**src/rtl/ifetch_seq.sv**
```systemverilog
// Instruction fetch sequencer: pulls one- or two-byte instructions from a
// synchronous program ROM, presents them to execution and applies jumps/branches.
module ifetch_seq #(
  parameter int PM_AW = 8
) (
  input  logic             clk,
  input  logic             rst,
  output logic [PM_AW-1:0] pm_addr,
  input  logic [7:0]       pm_data,
  output logic [3:0]       opcode,
  output logic [7:0]       ir,
  output logic [7:0]       operand,
  output logic [PM_AW-1:0] pc,
  output logic             instr_valid,
  input  logic             exec_done,
  input  logic             branch,
  input  logic             cond,
  input  logic             ijump,
  output logic             halted
);

  localparam logic [2:0] FETCH_OP  = 3'd0;
  localparam logic [2:0] LOAD_OP   = 3'd1;
  localparam logic [2:0] FETCH_ARG = 3'd2;
  localparam logic [2:0] LOAD_ARG  = 3'd3;
  localparam logic [2:0] READY     = 3'd4;
  localparam logic [2:0] HALT      = 3'd5;

  localparam logic [PM_AW-1:0] PC_ONE = {{(PM_AW-1){1'b0}}, 1'b1};

  logic [2:0]       r_state;
  logic [PM_AW-1:0] r_pc;
  logic [7:0]       r_ir;
  logic [7:0]       r_operand;
  logic [PM_AW-1:0] w_target;
  logic             w_take;

  // Jump target comes from the operand byte, zero-extended for wide memories.
  generate
    if (PM_AW <= 8) begin : g_narrow
      assign w_target = r_operand[PM_AW-1:0];
    end else begin : g_wide
      assign w_target = {{(PM_AW-8){1'b0}}, r_operand};
    end
  endgenerate

  assign w_take = ijump | (branch & cond);

  always_ff @(posedge clk or posedge rst) begin
    if (rst) begin
      r_state   <= FETCH_OP;
      r_pc      <= '0;
      r_ir      <= 8'h00;
      r_operand <= 8'h00;
    end else begin
      case (r_state)
        FETCH_OP: r_state <= LOAD_OP;
        LOAD_OP: begin
          r_ir <= pm_data;
          r_pc <= r_pc + PC_ONE;
          if (pm_data[7:4] == 4'hF) begin
            r_state <= HALT;
          end else if (pm_data[3]) begin
            r_state <= FETCH_ARG;
          end else begin
            r_operand <= 8'h00;
            r_state   <= READY;
          end
        end
        FETCH_ARG: r_state <= LOAD_ARG;
        LOAD_ARG: begin
          r_operand <= pm_data;
          r_pc      <= r_pc + PC_ONE;
          r_state   <= READY;
        end
        READY: begin
          // Control inputs only matter in the cycle execution completes.
          if (exec_done) begin
            if (w_take) begin
              r_pc <= w_target;
            end
            r_state <= FETCH_OP;
          end
        end
        HALT:    r_state <= HALT;
        default: r_state <= FETCH_OP;
      endcase
    end
  end

  assign pm_addr     = r_pc;
  assign pc          = r_pc;
  assign ir          = r_ir;
  assign opcode      = r_ir[7:4];
  assign operand     = r_operand;
  assign instr_valid = (r_state == READY);
  assign halted      = (r_state == HALT);

endmodule

```
**config.mk**
```make
export PLATFORM = sky130hd
export DESIGN_NAME = ifetch_seq
export DESIGN_NICKNAME = d
export VERILOG_FILES = /design/src/rtl/ifetch_seq.sv
export SDC_FILE = /design/constraint.sdc
export NUM_CORES = 1
export LEC_CHECK = 0
export ABC_CLOCK_PERIOD_IN_PS = 2100
export BUFFER_PORTS_ARGS = -buffer_cell sky130_fd_sc_hd__buf_2
export CAP_MARGIN = 20
export CORE_ASPECT_RATIO = 2
export CORE_UTILIZATION = 48
export DETAILED_ROUTE_END_ITERATION = 12
export GPL_TIMING_DRIVEN = 0
export PLACE_DENSITY_LB_ADDON = 0.3
export SLEW_MARGIN = 20
export SYNTH_ARGS = -nofsm -noshare
export SYNTH_HDL_FRONTEND = slang
export SYNTH_SLANG_ARGS = --single-unit
export TNS_END_PERCENT = 5
```
**constraint.sdc**
```tcl
create_clock -name clk -period 2.1 [get_ports clk]
set_input_delay 0.315 -clock clk [delete_from_list [all_inputs] [get_ports clk]]
set_output_delay 0.315 -clock clk [all_outputs]
set_load 0.01 [all_outputs]
```
# Word-level counts from Yosys, hierarchy flattened
# Index checks and enable logic that the tools add are counted.
# word_totals
elab_cells	33
ff_bits	27
out_inout_bits	38
input_bits	14
# op_classes
mux	10
n_eq_ne	10
n_addsub	1
bitwise	2
reduce_logical	6
# op_table
operator	count
2-to-1 mux 8 bit	4
one-hot mux 8 bit (2 select lines)	2
one-hot mux 3 bit (6 select lines)	1
2-to-1 mux 3 bit	3
adder 8 x 1 -> 8 bit (second input constant)	1
== test 3 x 2 -> 1 bit (second input constant)	2
== test 3 bit (second input constant)	2
AND reduction 3 bit	2
== test 4 bit (second input constant)	1
inequality test 2 x 1 -> 1 bit (second input constant)	2
inequality test 2 bit (second input constant)	2
nonzero test 2 bit	2
== test 3 x 1 -> 1 bit (second input constant)	1
zero test 3 bit	1
OR reduction 2 bit	1
bitwise AND 1 bit	1
OR 1 bit	1

# Depth between registers and ports, before layout
# Gate-level depths: netlist of the first run.
# depth
ltp_word	5
depth_mapped	7
ltp_nobuf	5

# Worst setup path before layout of the first run
# Ideal clock, no wire load.
# synth_path
path_kind	reg2reg
start	reg r_state[1]
end	reg r_pc[5] (netlist: pc[5])
setup_time_ps	128
required_ps	1972
n_path_buf	2
path_slack_ps	601
period_less_slack_ps	1499
arrival_time_ps	1371
stages_incl_launch_ff	8
cell_sequence	dfrtp_1 -> buf_6 -> or3b_4 -> clkinv_4 -> buf_8 -> nor2_2 -> a32oi_1 -> o21ai_1
# synth_between
elab_cells_between_ends	9
cone_classes	eq/ne: 5; mux: 1; reduce/logical: 3
# synth_lines
item	line	source
start, declared	31	logic [2:0] r_state;
start signal, assigned	51	r_state <= FETCH_OP;
start signal, assigned	57	FETCH_OP: r_state <= LOAD_OP;
start signal, assigned	62	r_state <= HALT;
== test 3 bit *	-	
named net instr_valid	14	output logic instr_valid,
inequality test 2 x 1 -> 1 bit (no line) / nonzero test 2 bit (equally long branches)	-	
AND reduction 3 bit (no line)	-	
end signal, assigned	60	r_pc <= r_pc + PC_ONE;
end signal, assigned	73	r_pc <= r_pc + PC_ONE;
end signal, assigned	80	r_pc <= w_target;
end, declared	32	logic [PM_AW-1:0] r_pc;
# The timed path passes the listed nets; every way through them passes the cells marked *.
# A chain may end at the register's enable or synchronous reset.

# Worst setup path after layout of the first run
# layout_path
start	reg r_state[1]
end	out instr_valid
# layout_between
elab_chain_cells	1
# layout_rtl
item	line	source
== test 3 bit	96	assign instr_valid = (r_state == READY);
end, declared	14	
# Every way passes these cells.

==> results of run 1 <==
## layer usage
metal  vias up  share of wire
met3         2          0.035
met1       568           0.39
li1        565              -
met2        39           0.56
met4         0          0.011
met5         -              0
## synthesized netlist by cell type (2+ instances only)
| master | count | area [µm²] |
|---|---|---|
| sky130_fd_sc_hd__dfrtp_1 | 27 | 676 |
| sky130_fd_sc_hd__nor2_1 | 5 | 18.8 |
| sky130_fd_sc_hd__nand3_1 | 3 | 15.0 |
| sky130_fd_sc_hd__nand2_1 | 9 | 33.8 |
| sky130_fd_sc_hd__and4_1 | 2 | 17.5 |
| sky130_fd_sc_hd__o21ai_0 | 5 | 25.0 |
| sky130_fd_sc_hd__o21ai_1 | 4 | 20.0 |
| sky130_fd_sc_hd__nor4b_1 | 2 | 17.5 |
| sky130_fd_sc_hd__a22o_1 | 8 | 70.1 |
| sky130_fd_sc_hd__buf_4 | 12 | 90.1 |
| sky130_fd_sc_hd__buf_6 | 2 | 22.5 |
| sky130_fd_sc_hd__a31oi_1 | 2 | 12.5 |
| sky130_fd_sc_hd__mux2_2 | 8 | 90.1 |
| sky130_fd_sc_hd__buf_2 | 2 | 10.0 |
| sky130_fd_sc_hd__inv_1 | 2 | 7.51 |
| sky130_fd_sc_hd__nor3b_1 | 2 | 15.0 |
| sky130_fd_sc_hd__a21oi_1 | 9 | 45.0 |
## cell type report
class                           count  area [µm²]
Buffer                             17         138
Clock buffer                        3        41.3
Clock inverter                      1        7.51
Fill cell                         244        1020
Inverter                            3        16.3
Multi-Input combinational cell     80         577
Sequential cell                    27         676
Tap cell                           29        36.3
Timing Repair Buffer               51         255
## per-stage QoR
step / power (mW) / util / hold slack, ns
3_5_place_dp: 2.72 / 0.613 / 0.493
3_3_place_gp: 2.65 / 0.613 / 0.488
5_1_grt: 3.24 / 0.631 / 0.144
6_report: 2.99 / 0.631 / 0.0828
2_1_floorplan: 2.16 / - / 0.368
4_1_cts: 3.02 / 0.631 / 0.278
## flip-flops by register name, summed over array words and instances, names as in the netlist
register	flops
ir	8
pc	8
operand	8
r_state	3
## worst max-delay path by stage
stage,cells past startpoint,startpoint,endpoint
after floorplan,7,r_state[1],pc[5]
after global placement,4,r_state[2],operand[3]
after detailed placement,4,r_state[2],operand[1]
after CTS,5,r_state[1],instr_valid
after global routing,5,r_state[1],instr_valid
final,5,r_state[1],instr_valid
## logic make-up after synthesis
family,after synthesis
AO/OA/AOI/OAI,38
adder cells (fa/ha/maj),1
buffers and inverters,20
flip-flops,27
multiplexers,9
AND/OR/NAND/NOR,32
## worst max-delay path: stages (launching register included)
cell                       delay (ns)
sky130_fd_sc_hd__dfrtp_1         0.38
sky130_fd_sc_hd__buf_6           0.14
sky130_fd_sc_hd__or3b_4          0.42
sky130_fd_sc_hd__clkinv_4        0.09
sky130_fd_sc_hd__buf_8           0.12
sky130_fd_sc_hd__buf_2           0.13
## placed cells by master (no fill, tap or decap), types with 2 or more instances in the layout
| cell type | synthesis | final |
|---|---|---|
| sky130_fd_sc_hd__nand3_1 | 3 | 3 |
| sky130_fd_sc_hd__o21ai_0 | 5 | 5 |
| sky130_fd_sc_hd__dfrtp_1 | 27 | 27 |
| sky130_fd_sc_hd__a22o_1 | 8 | 8 |
| sky130_fd_sc_hd__buf_6 | 2 | 2 |
| sky130_fd_sc_hd__a21oi_1 | 9 | 9 |
| sky130_fd_sc_hd__buf_4 | 12 | 12 |
| sky130_fd_sc_hd__nor4b_1 | 2 | 2 |
| sky130_fd_sc_hd__nor2_1 | 5 | 5 |
| sky130_fd_sc_hd__and4_1 | 2 | 2 |
| sky130_fd_sc_hd__o21ai_1 | 4 | 4 |
| sky130_fd_sc_hd__nand2_1 | 9 | 9 |
| sky130_fd_sc_hd__a31oi_1 | 2 | 2 |
| sky130_fd_sc_hd__mux2_2 | 8 | 8 |
| sky130_fd_sc_hd__buf_2 | 2 | 53 |
| sky130_fd_sc_hd__nor3b_1 | 2 | 2 |
| sky130_fd_sc_hd__clkbuf_8 | 0 | 3 |
## power by group
part	switching (mW)	leakage (nW)	internal (mW)
clock	0.160	0.0217	0.134
sequential	0.249	0.336	0.776
combinational	0.824	0.519	0.846
==> results.txt, run 1 <==
The flow ran to the end, and the final reports show no timing, DRC or antenna violations. In this run the deepest clock path goes through 2 buffers. The highest attainable clock frequency is 0.536 GHz.

The largest fanout on the critical path came out at 10. Setup repair after global routing left no endpoint under its margin. The number of placed instances with taps included came out at 207. Counting the buffers created by CTS gives 3. Across the VDD grid, the largest voltage drop is 0.875 mV. The max-slew violation count came out at 0.

The transition time of the tightest slew-check pin came out at about 0.63 ns. The relative slew slack is 0.575. During synthesis, Yosys emitted a total of 0 warnings. The post-CTS setup-driven buffer insertion count is 0. The met1 usage in global routing is 0.245.

The share of the Yosys chip area taken by registers is 0.480. The cell count of the worst reg-to-reg path came out at 4. The critical path data required time is 1.78 ns. The number of setup violations in the final report is 0. The starting density of the core came out at 0.508. The initialized floorplan defines 27 standard-cell rows. Measured along the x axis, the die boundary spans approximately 40 µm. The number of buffers added to fix hold violations after cts came out at 0. The post-route fraction of the period consumed by the critical path came out at 0.888. The summed area of non-filler cells in the final layout is 1750 µm². The vertical die dimension came out at 78.6 µm. Routability-driven placement finished with a final weighted congestion of slightly below 0.7.

Summed over all cells, the static leakage comes to 0.876 nW. In this run the critical register-to-register path is launched from r_state[2]. Data on the critical path arrives at its endpoint at 1.55 ns. The clock tree root buffer cell is sky130_fd_sc_hd__clkbuf_8. The routed design has 3.04 mm of wire. The post-synthesis async set-or-reset flop share came out at 1.00.

The I/O pin total came out at 52. The number of antenna violations at the first check in global routing came to 0. The most heavily used metal layer in global routing is met2.

The portion of synthesized area spent on multiplexers is 0.0712. The power per cell area came out at 1710 nW/µm². The register bit count reported by yosys is 27. The post-cts gate resize count came out at 0.

The basic-gate share of the synthesized area counting and, or, nand and nor cells is 0.130. The synthesized design contains 0 enable-type register cells. The antenna cell count is 0. In the synthesized netlist, the number of instances is 127.

On the final layout, the worst clock skew is 0.00257 ns. The core footprint is 2770 µm². The met2 routing resource usage after global routing came out at 0.384. Across the run, the number of max-cap violations was 0. TritonCTS built the clock tree. In this run the mean area of a mapped cell was approximately 11 µm². Summed over all nets, the half-perimeter wirelength after detailed placement is 2.36 mm. The floorplan step defined a die boundary enclosing 3160 µm². Summing every instance area after synthesis gives 1410 µm². The area growth from synthesis to final layout is 24.2%.

The xor-xnor portion of the synthesized cell area came out at 0. Port buffering added 51 buffers. The first TritonRoute pass finished after 4 iterations.

The number of different library cells in the post-synthesis netlist came out at 40. Using the TritonRoute via totals, the vias-per-cell ratio works out to about 5.6. The worst setup slack for register-to-register paths is about 0.47 ns. The ratio of cells with drive above 1 in the final layout is 0.489. After detailed routing, the average wire length per cell comes to ~14 µm. The top flip-flop cell by instance count after synthesis is sky130_fd_sc_hd__dfrtp_1. The routed layout has 1,174 vias. The number of hold-slack violations in the final timing report is 0. The path type of the worst setup path is flip-flop to output pin. The post-route antenna net violation count is 0. The worst setup path is captured at an output pin. The classification of the worst-slack hold path is primary input to asynchronous set/reset pin. The count of nets after finishing came out at around 200.

Clock-pin slew was measured on the worst setup and hold paths at ~0.09 ns. The placed instances occupy a cell area of ~1700 µm². The tree built by TritonCTS fans out to 27 sinks.

Entering global routing, the biggest net connects 28 pins. The worst setup slack after layout is 0.235 ns. In this run the critical register-to-register path is captured at operand[1]. The via count of the first global-routing pass came out at around 1,100. The final non-filler cell total is ~210. The global-route total usage across every layer came out at 0.214. The latest clock arrival within the worst-skew pair came out at 0.27 ns. The met3 track demand over resource is 0.0169.

The first-pass GRT wire length came out at 4.83 mm. The H-tree depth came out at 1. The aggregate global routing overflow came out at 0. Counting every net in the synthesized netlist gives 142. The first routing iteration left 22 violations. The adder-cell area share of the yosys netlist came out at 0.00890. The startpoint type of the worst setup path is a flip-flop. The combinational family with the most area after synthesis is compound AO/OA/AOI/OAI gates. The compound-cell area share of the yosys netlist was 0.200. The final period demand of the worst path came out at 1.86 ns. The pre-CTS setup slack is 0.463 ns. The total negative setup slack is 0 ns. The DRC violation count after routing is 0.
(Power assumes the default switching activity.)
==> run 2: changes to the inputs <==
- BUFFER_PORTS_ARGS: -buffer_cell sky130_fd_sc_hd__buf_2 -> not set
- CORE_ASPECT_RATIO: 2 -> not set
- CORE_UTILIZATION: 48 -> 57
- DONT_BUFFER_PORTS: not set -> 1
==> results.txt, run 2 (synthesis gave the netlist of run 1 again) <==
The path type of the worst setup path is flip-flop to output pin. The post-route worst hold slack came out at approximately 0.11 ns. In this run the number of H-tree levels came out at 1. Once detailed placement completed, the half-perimeter wirelength came to 1.87 mm. The core footprint is 2280 µm². The worst-case IR drop observed on VDD is ~1.2 mV. The pin count of the biggest net entering global routing came out at 28. The latest clock arrival within the worst-skew pair came out at 0.33 ns. The post-route fraction of the period consumed by the critical path came out at 0.870.

In this run, CTS created clock tree buffers numbering 3. The number of iterations in the first detailed-routing pass is 4. The share of total power dissipated in the clock network is 0.089.

In this run the horizontal extent of the chip is 51.7 µm. Detailed routing inserted a total of 1,014 vias. The proportion of total power due to net switching came out at 0.436.

The post-CTS setup-driven buffer insertion count is 0. The internal portion of the total power is 1.46 mW. The routability congestion estimate came out at 0.795.

The maximum clock skew at final layout came out at 0.00883 ns. The post-cts gate resize count is 0. The routed wire length came out at 2.54 mm. The I/O pin total came out at 52.

For this run, design rule violations remaining after detail routing come to 0. The transition time of the tightest slew-check pin came out at 0.592 ns. The number of antenna diodes in the final layout is 0. The largest fanout on the critical path came out at 10. The library cells used most frequently in the layout, excluding fill and tap cells, are 27 x sky130_fd_sc_hd__dfrtp_1, 12 x sky130_fd_sc_hd__buf_4, 9 x sky130_fd_sc_hd__nand2_1, 9 x sky130_fd_sc_hd__a21oi_1.

In the final design database the tool counted 149 nets. The power spent charging and discharging nets is 1.13 mW. In this run the worst hold path is classified as primary input to flip-flop.

Data on the critical path arrives at its endpoint at 1.51 ns. The aggregate global routing overflow is 0. Setup repair after global routing left no endpoint under its margin.

The total negative setup slack is 0 ns. The first-pass GRT wire length came out at 4.38 mm. The design draws 2.59 mW. The count of port buffers added during placement is 0. The finished layout holds 161 standard cells, fillers aside. The max-slew violation count is 0.

The routed design could run at a clock period as short as 1.83 ns. The number of hold-slack violations in the final timing report is 0. The most frequent standard cell in the layout excluding fill and tap cells is sky130_fd_sc_hd__dfrtp_1.

The highest attainable clock frequency is 0.547 GHz. The flow ran to the end, and the final reports show no timing, DRC or antenna violations. The die covers 2670 µm². STA classifies the critical path endpoint as an output pin. The static leakage came out at 0.663 nW. The number of clock sinks is 27. The relative slew slack came out at 0.603.

The number of placed instances with taps included is 155. After detailed routing, the average wire length per cell comes to 15.8 µm. The clock-pin slew on the worst setup and hold paths is ~0.15 ns. The sequential cell fraction of total power came out at 0.451.

The ratio of cells with drive above 1 in the final layout is 0.286. The initial detailed-routing violation count came out at 19. Counting along the longest clock path gives a buffer depth of 2. TritonCTS built the clock tree. The startpoint type of the worst setup path is a flip-flop. The global-route total usage across every layer is 0.226. The via count of the first global-routing pass is 1,004.

The reported max-cap violation count came out at 0. The critical path data required time is 1.78 ns. The area growth from synthesis to final layout is 7.30%. Setup violations remaining at the end of the flow were counted as 0.

The initial utilization of the core area, before any placement, comes to 0.618. For flop-to-flop paths, the worst setup slack is 0.48 ns. From bottom edge to top edge, the die measures between 50 and 60 µm. The tree is rooted in a sky130_fd_sc_hd__clkbuf_4. The number of hold buffers added after CTS was 0. For this design the ratio of total power to cell area is 1710 nW/µm². The floorplan has 17 rows. Once detail routing completed, the nets flagged for antenna violations numbered 0. The layout filler cell count is 191.

The part of the total power dissipated in combinational logic came out at 0.460. The number of vias per cell is 6.30. The number of antenna violations at the first check in global routing was 0.
==> run 2: final cells by class <==
cell class | count | area, µm² | area share
plain buffers | 17 | 138 | 0.0912
clock buffers | 3 | 22.5 | 0.0149
clock inverters | 1 | 7.51 | 0.00498
inverters | 3 | 16.3 | 0.0108
multi-input cells | 80 | 577 | 0.382
flip-flops and latches | 27 | 676 | 0.448
well taps | 28 | 35.0 | 0.0232
repair buffers | 2 | 37.5 | 0.0249
==> run 2: through the flow <==
step	utilization	area (µm²)	setup WS, ns
after floorplan	-	1410	0.601
after global placement	0.633	1440	0.501
after detailed placement	0.633	1440	0.446
after CTS	0.647	1470	0.257
after global routing	0.663	1510	0.219
final	0.663	1510	0.273
==> run 2: worst max-delay path: stages (launching register included) <==
cell and delay (ns):
sky130_fd_sc_hd__dfrtp_1 0.40, sky130_fd_sc_hd__buf_6 0.14, sky130_fd_sc_hd__or3b_4 0.42, sky130_fd_sc_hd__clkinv_4 0.09, sky130_fd_sc_hd__buf_8 0.13
==> run 2: worst paths after layout <==
| kind | endpoint | cells past startpoint | start |
|---|---|---|---|
| setup reg to reg | operand[7] | 4 | r_state[2] |
| min in group asynchronous | ir[4] | 2 | rst |
| setup / recovery | instr_valid | 4 | r_state[1] |
| hold reg to reg | r_state[1] | 2 | r_state[2] |
| hold / removal | operand[1] | 1 | pm_data[1] |
| max in group asynchronous | pc[7] | 3 | rst |
==> run 2: metal layers <==
| metal | track usage | vias up | part of all wire | wire (µm) |
|---|---|---|---|---|
| li1 | - | 466 | - | - |
| met1 | 0.285 | 492 | 0.44 | 1120 |
| met2 | 0.351 | 52 | 0.47 | 1190 |
| met3 | 0.0614 | 4 | 0.073 | 186 |
| met4 | 0.126 | 0 | 0.019 | 48 |
| met5 | 0 | - | 0 | 0 |
==> run 2: power by group through the flow <==
stage	Sequential (mW)	Combinational, mW	Clock, mW
detailed placement	1.18	1.19	0
global placement	1.17	1.16	0
CTS	1.17	1.19	0.240
floorplan	1.10	1.06	0
global route	1.22	1.34	0.254
finish	1.17	1.19	0.231
==> run 3: changes to the inputs <==
- ABC_CLOCK_PERIOD_IN_PS: 2100 -> 2000
- REMOVE_ABC_BUFFERS: not set -> 1
- clock period: 2.1 -> 2 ns (I/O delays scaled with it)
==> results.txt, run 3 (synthesis gave the netlist of run 1 again) <==
Once layout is done, the placed cells without fillers occupy 1340 µm². In this run the vertical extent of the chip is 51.7 µm. In this run the power spent charging and discharging nets is about 1.1 mW. The critical path data required time came out at 1.70 ns. Setup repair after global routing left no endpoint under its margin.

Setup violations remaining at the end of the flow were counted as 0. The highest attainable clock frequency is roughly 0.55 GHz. The clock tree root buffer cell is sky130_fd_sc_hd__clkbuf_4.

Of all nets on the critical path, the largest fanout is 13. The classification of the worst-slack hold path is primary input to flip-flop. The final period demand of the worst path is 1.82 ns.

The post-cts gate resize count is 0. Clock-pin slew was measured on the worst setup and hold paths at 0.15 ns. The internal power came out at 1.32 mW. The routability congestion estimate came out at roughly 0.74. The floorplan step defined a core boundary enclosing 2280 µm². The horizontal extent of the die is 51.7 µm. The I/O pin total came out at 52. The final core utilization came out at 0.589. The maximum clock skew at final layout came out at 0.00944 ns. The static leakage came out at 0.565 nW. Wires add up to between 2 and 2.5 mm. The relative slew slack is 0.375. The first-pass GRT wire length is 3.94 mm. In this run the remaining antenna-violating nets after routing total 0. Once placement finished, the instance area stood at roughly 1300 µm². The pin count of the biggest net entering global routing came out at 28. The ratio of cells with drive above 1 in the final layout is 0.165. The met3 track demand over resource is 0.0643.

The number of buffers created by CTS is 3. The power share of the clock group came out at 0.095. The count of port buffers added during placement came out at 0. The max-slew violation count came out at 0. The TritonCTS clock tree is done.

The starting density of the core is 0.618. The die covers 2670 µm². The H-tree depth came out at 1. 0 antenna diodes ended up in the layout.

After layout, the design draws a total of 2.45 mW. The layer flagged by global routing as most heavily used is met2. The flow ran to the end, and the final reports show no timing, DRC or antenna violations. The detailed router finished its first iteration with 17 violations. The total half-perimeter wirelength after legalization and detailed placement came out at 1.78 mm. Counting every sink on the clock net gives 27. The count of nets after finishing came out at 131. The maximum buffer depth of the clock tree is 2.

The number of hold-slack violations in the final timing report is 0. The number of placed instances with taps included came out at 138. The reported max-cap violation count came out at 0. The detailed router placed 908 vias in this run.

The area growth from synthesis to final layout came out at -4.71%. The via count of the first global-routing pass is 927. By startpoint and endpoint, the worst setup path is classified as flip-flop to output pin. The power per cell area is 1830 nW/µm². The signal arrival time at the worst endpoint came out at 1.52 ns. The post-CTS setup-driven buffer insertion count came out at 0. The proportion of total power due to net switching is 0.461. The number of vias per cell is ~6.3. Once layout is complete, the cells apart from fillers number 143. Row generation in the floorplan step produced 17 rows. For this run the aggregate overflow at the end of global routing stands at 0. The global-route total usage across every layer came out at 0.202. The average wire length per cell after detail routing is 17.2 µm. The part of the total power dissipated in combinational logic came out at 0.361. The startpoint type of the worst setup path is a flip-flop. The transition time of the tightest slew-check pin is 0.932 ns.

The DRC violation count after routing came out at 0. The sequential cell fraction of total power came out at 0.544. The post-route fraction of the period consumed by the critical path is 0.909. IR analysis of the VDD net gives a maximum drop of 1.07 mV.

The number of antenna violations at the first check in global routing came out at 0. Leaving out fill and tap cells, the most frequent cell in the layout is sky130_fd_sc_hd__dfrtp_1. The total negative setup slack is 0 ns. The latest clock arrival within the worst-skew pair is 0.32 ns. The critical path endpoint category is an output pin. The number of iterations in the first detailed-routing pass came out at 4. The met2 routing resource usage after global routing is 0.338. In the layout the commonest cells are 27 x sky130_fd_sc_hd__dfrtp_1, 9 x sky130_fd_sc_hd__nand2_1, 9 x sky130_fd_sc_hd__a21oi_1.

The met1 usage in global routing came out at 0.240.
-- run 3: changes by cell type in the layout (fill, tap and decap cells not counted) --
cell,previous run,this run
sky130_fd_sc_hd__buf_2,2,0
sky130_fd_sc_hd__buf_6,2,0
sky130_fd_sc_hd__buf_8,1,0
sky130_fd_sc_hd__buf_4,12,0
sky130_fd_sc_hd__buf_16,1,0
sky130_fd_sc_hd__clkbuf_1,0,1
sky130_fd_sc_hd__clkinvlp_4,1,0
-- run 3: timing repair --
item,in CTS,in global routing
endpoints found under the setup margin,0,0
hold buffers,0,1
hold endpoints to repair,0,27
-- run 3: worst paths after layout --
check	start	endpoint	slack [ns]	cells after the start
min in group asynchronous	rst	ir[7]	0.50	2
max	r_state[2]	instr_valid	0.18	2
min	pm_data[4]	operand[4]	0.11	1
max in group asynchronous	rst	pc[0]	1.06	2
max reg2reg	r_state[2]	pc[2]	0.25	5
min reg2reg	ir[3]	ir[3]	0.60	1
-- run 3: stage by stage --
step                      setup WS (ns)  hold slack [ns]
after floorplan                   0.453            0.353
after global placement            0.341            0.442
after detailed placement          0.290            0.444
after CTS                         0.181            0.109
after global routing             0.0964           0.0927
final                             0.182            0.110
-- run 3: per-layer routing --
metal / vias up / share of wire
li1: 432 / -
met5: - / 0
met4: 0 / 0.012
met1: 429 / 0.45
met2: 43 / 0.46
met3: 4 / 0.077
-- run 3: power groups by stage --
stage	Clock [mW]	Sequential, mW	Combinational (mW)
2_1_floorplan	0	1.25	0.772
3_3_place_gp	0	1.33	0.850
3_5_place_dp	0	1.35	0.888
4_1_cts	0.233	1.33	0.889
5_1_grt	0.252	1.40	0.988
6_report	0.232	1.33	0.886
-- run 3: layout make-up --
cell class / instances / area (µm²)
multi-input cells: 80 / 577
flip-flops and latches: 27 / 676
well taps: 28 / 35.0
fillers: 201 / 936
clock buffers: 4 / 26.3
inverters: 3 / 16.3
repair buffers: 1 / 10.0
-- run 3: worst max-delay path: stages (launching register included) --
cell and delay [ns]:
sky130_fd_sc_hd__dfrtp_1 0.53, sky130_fd_sc_hd__or3b_4 0.51, sky130_fd_sc_hd__clkinv_4 0.16
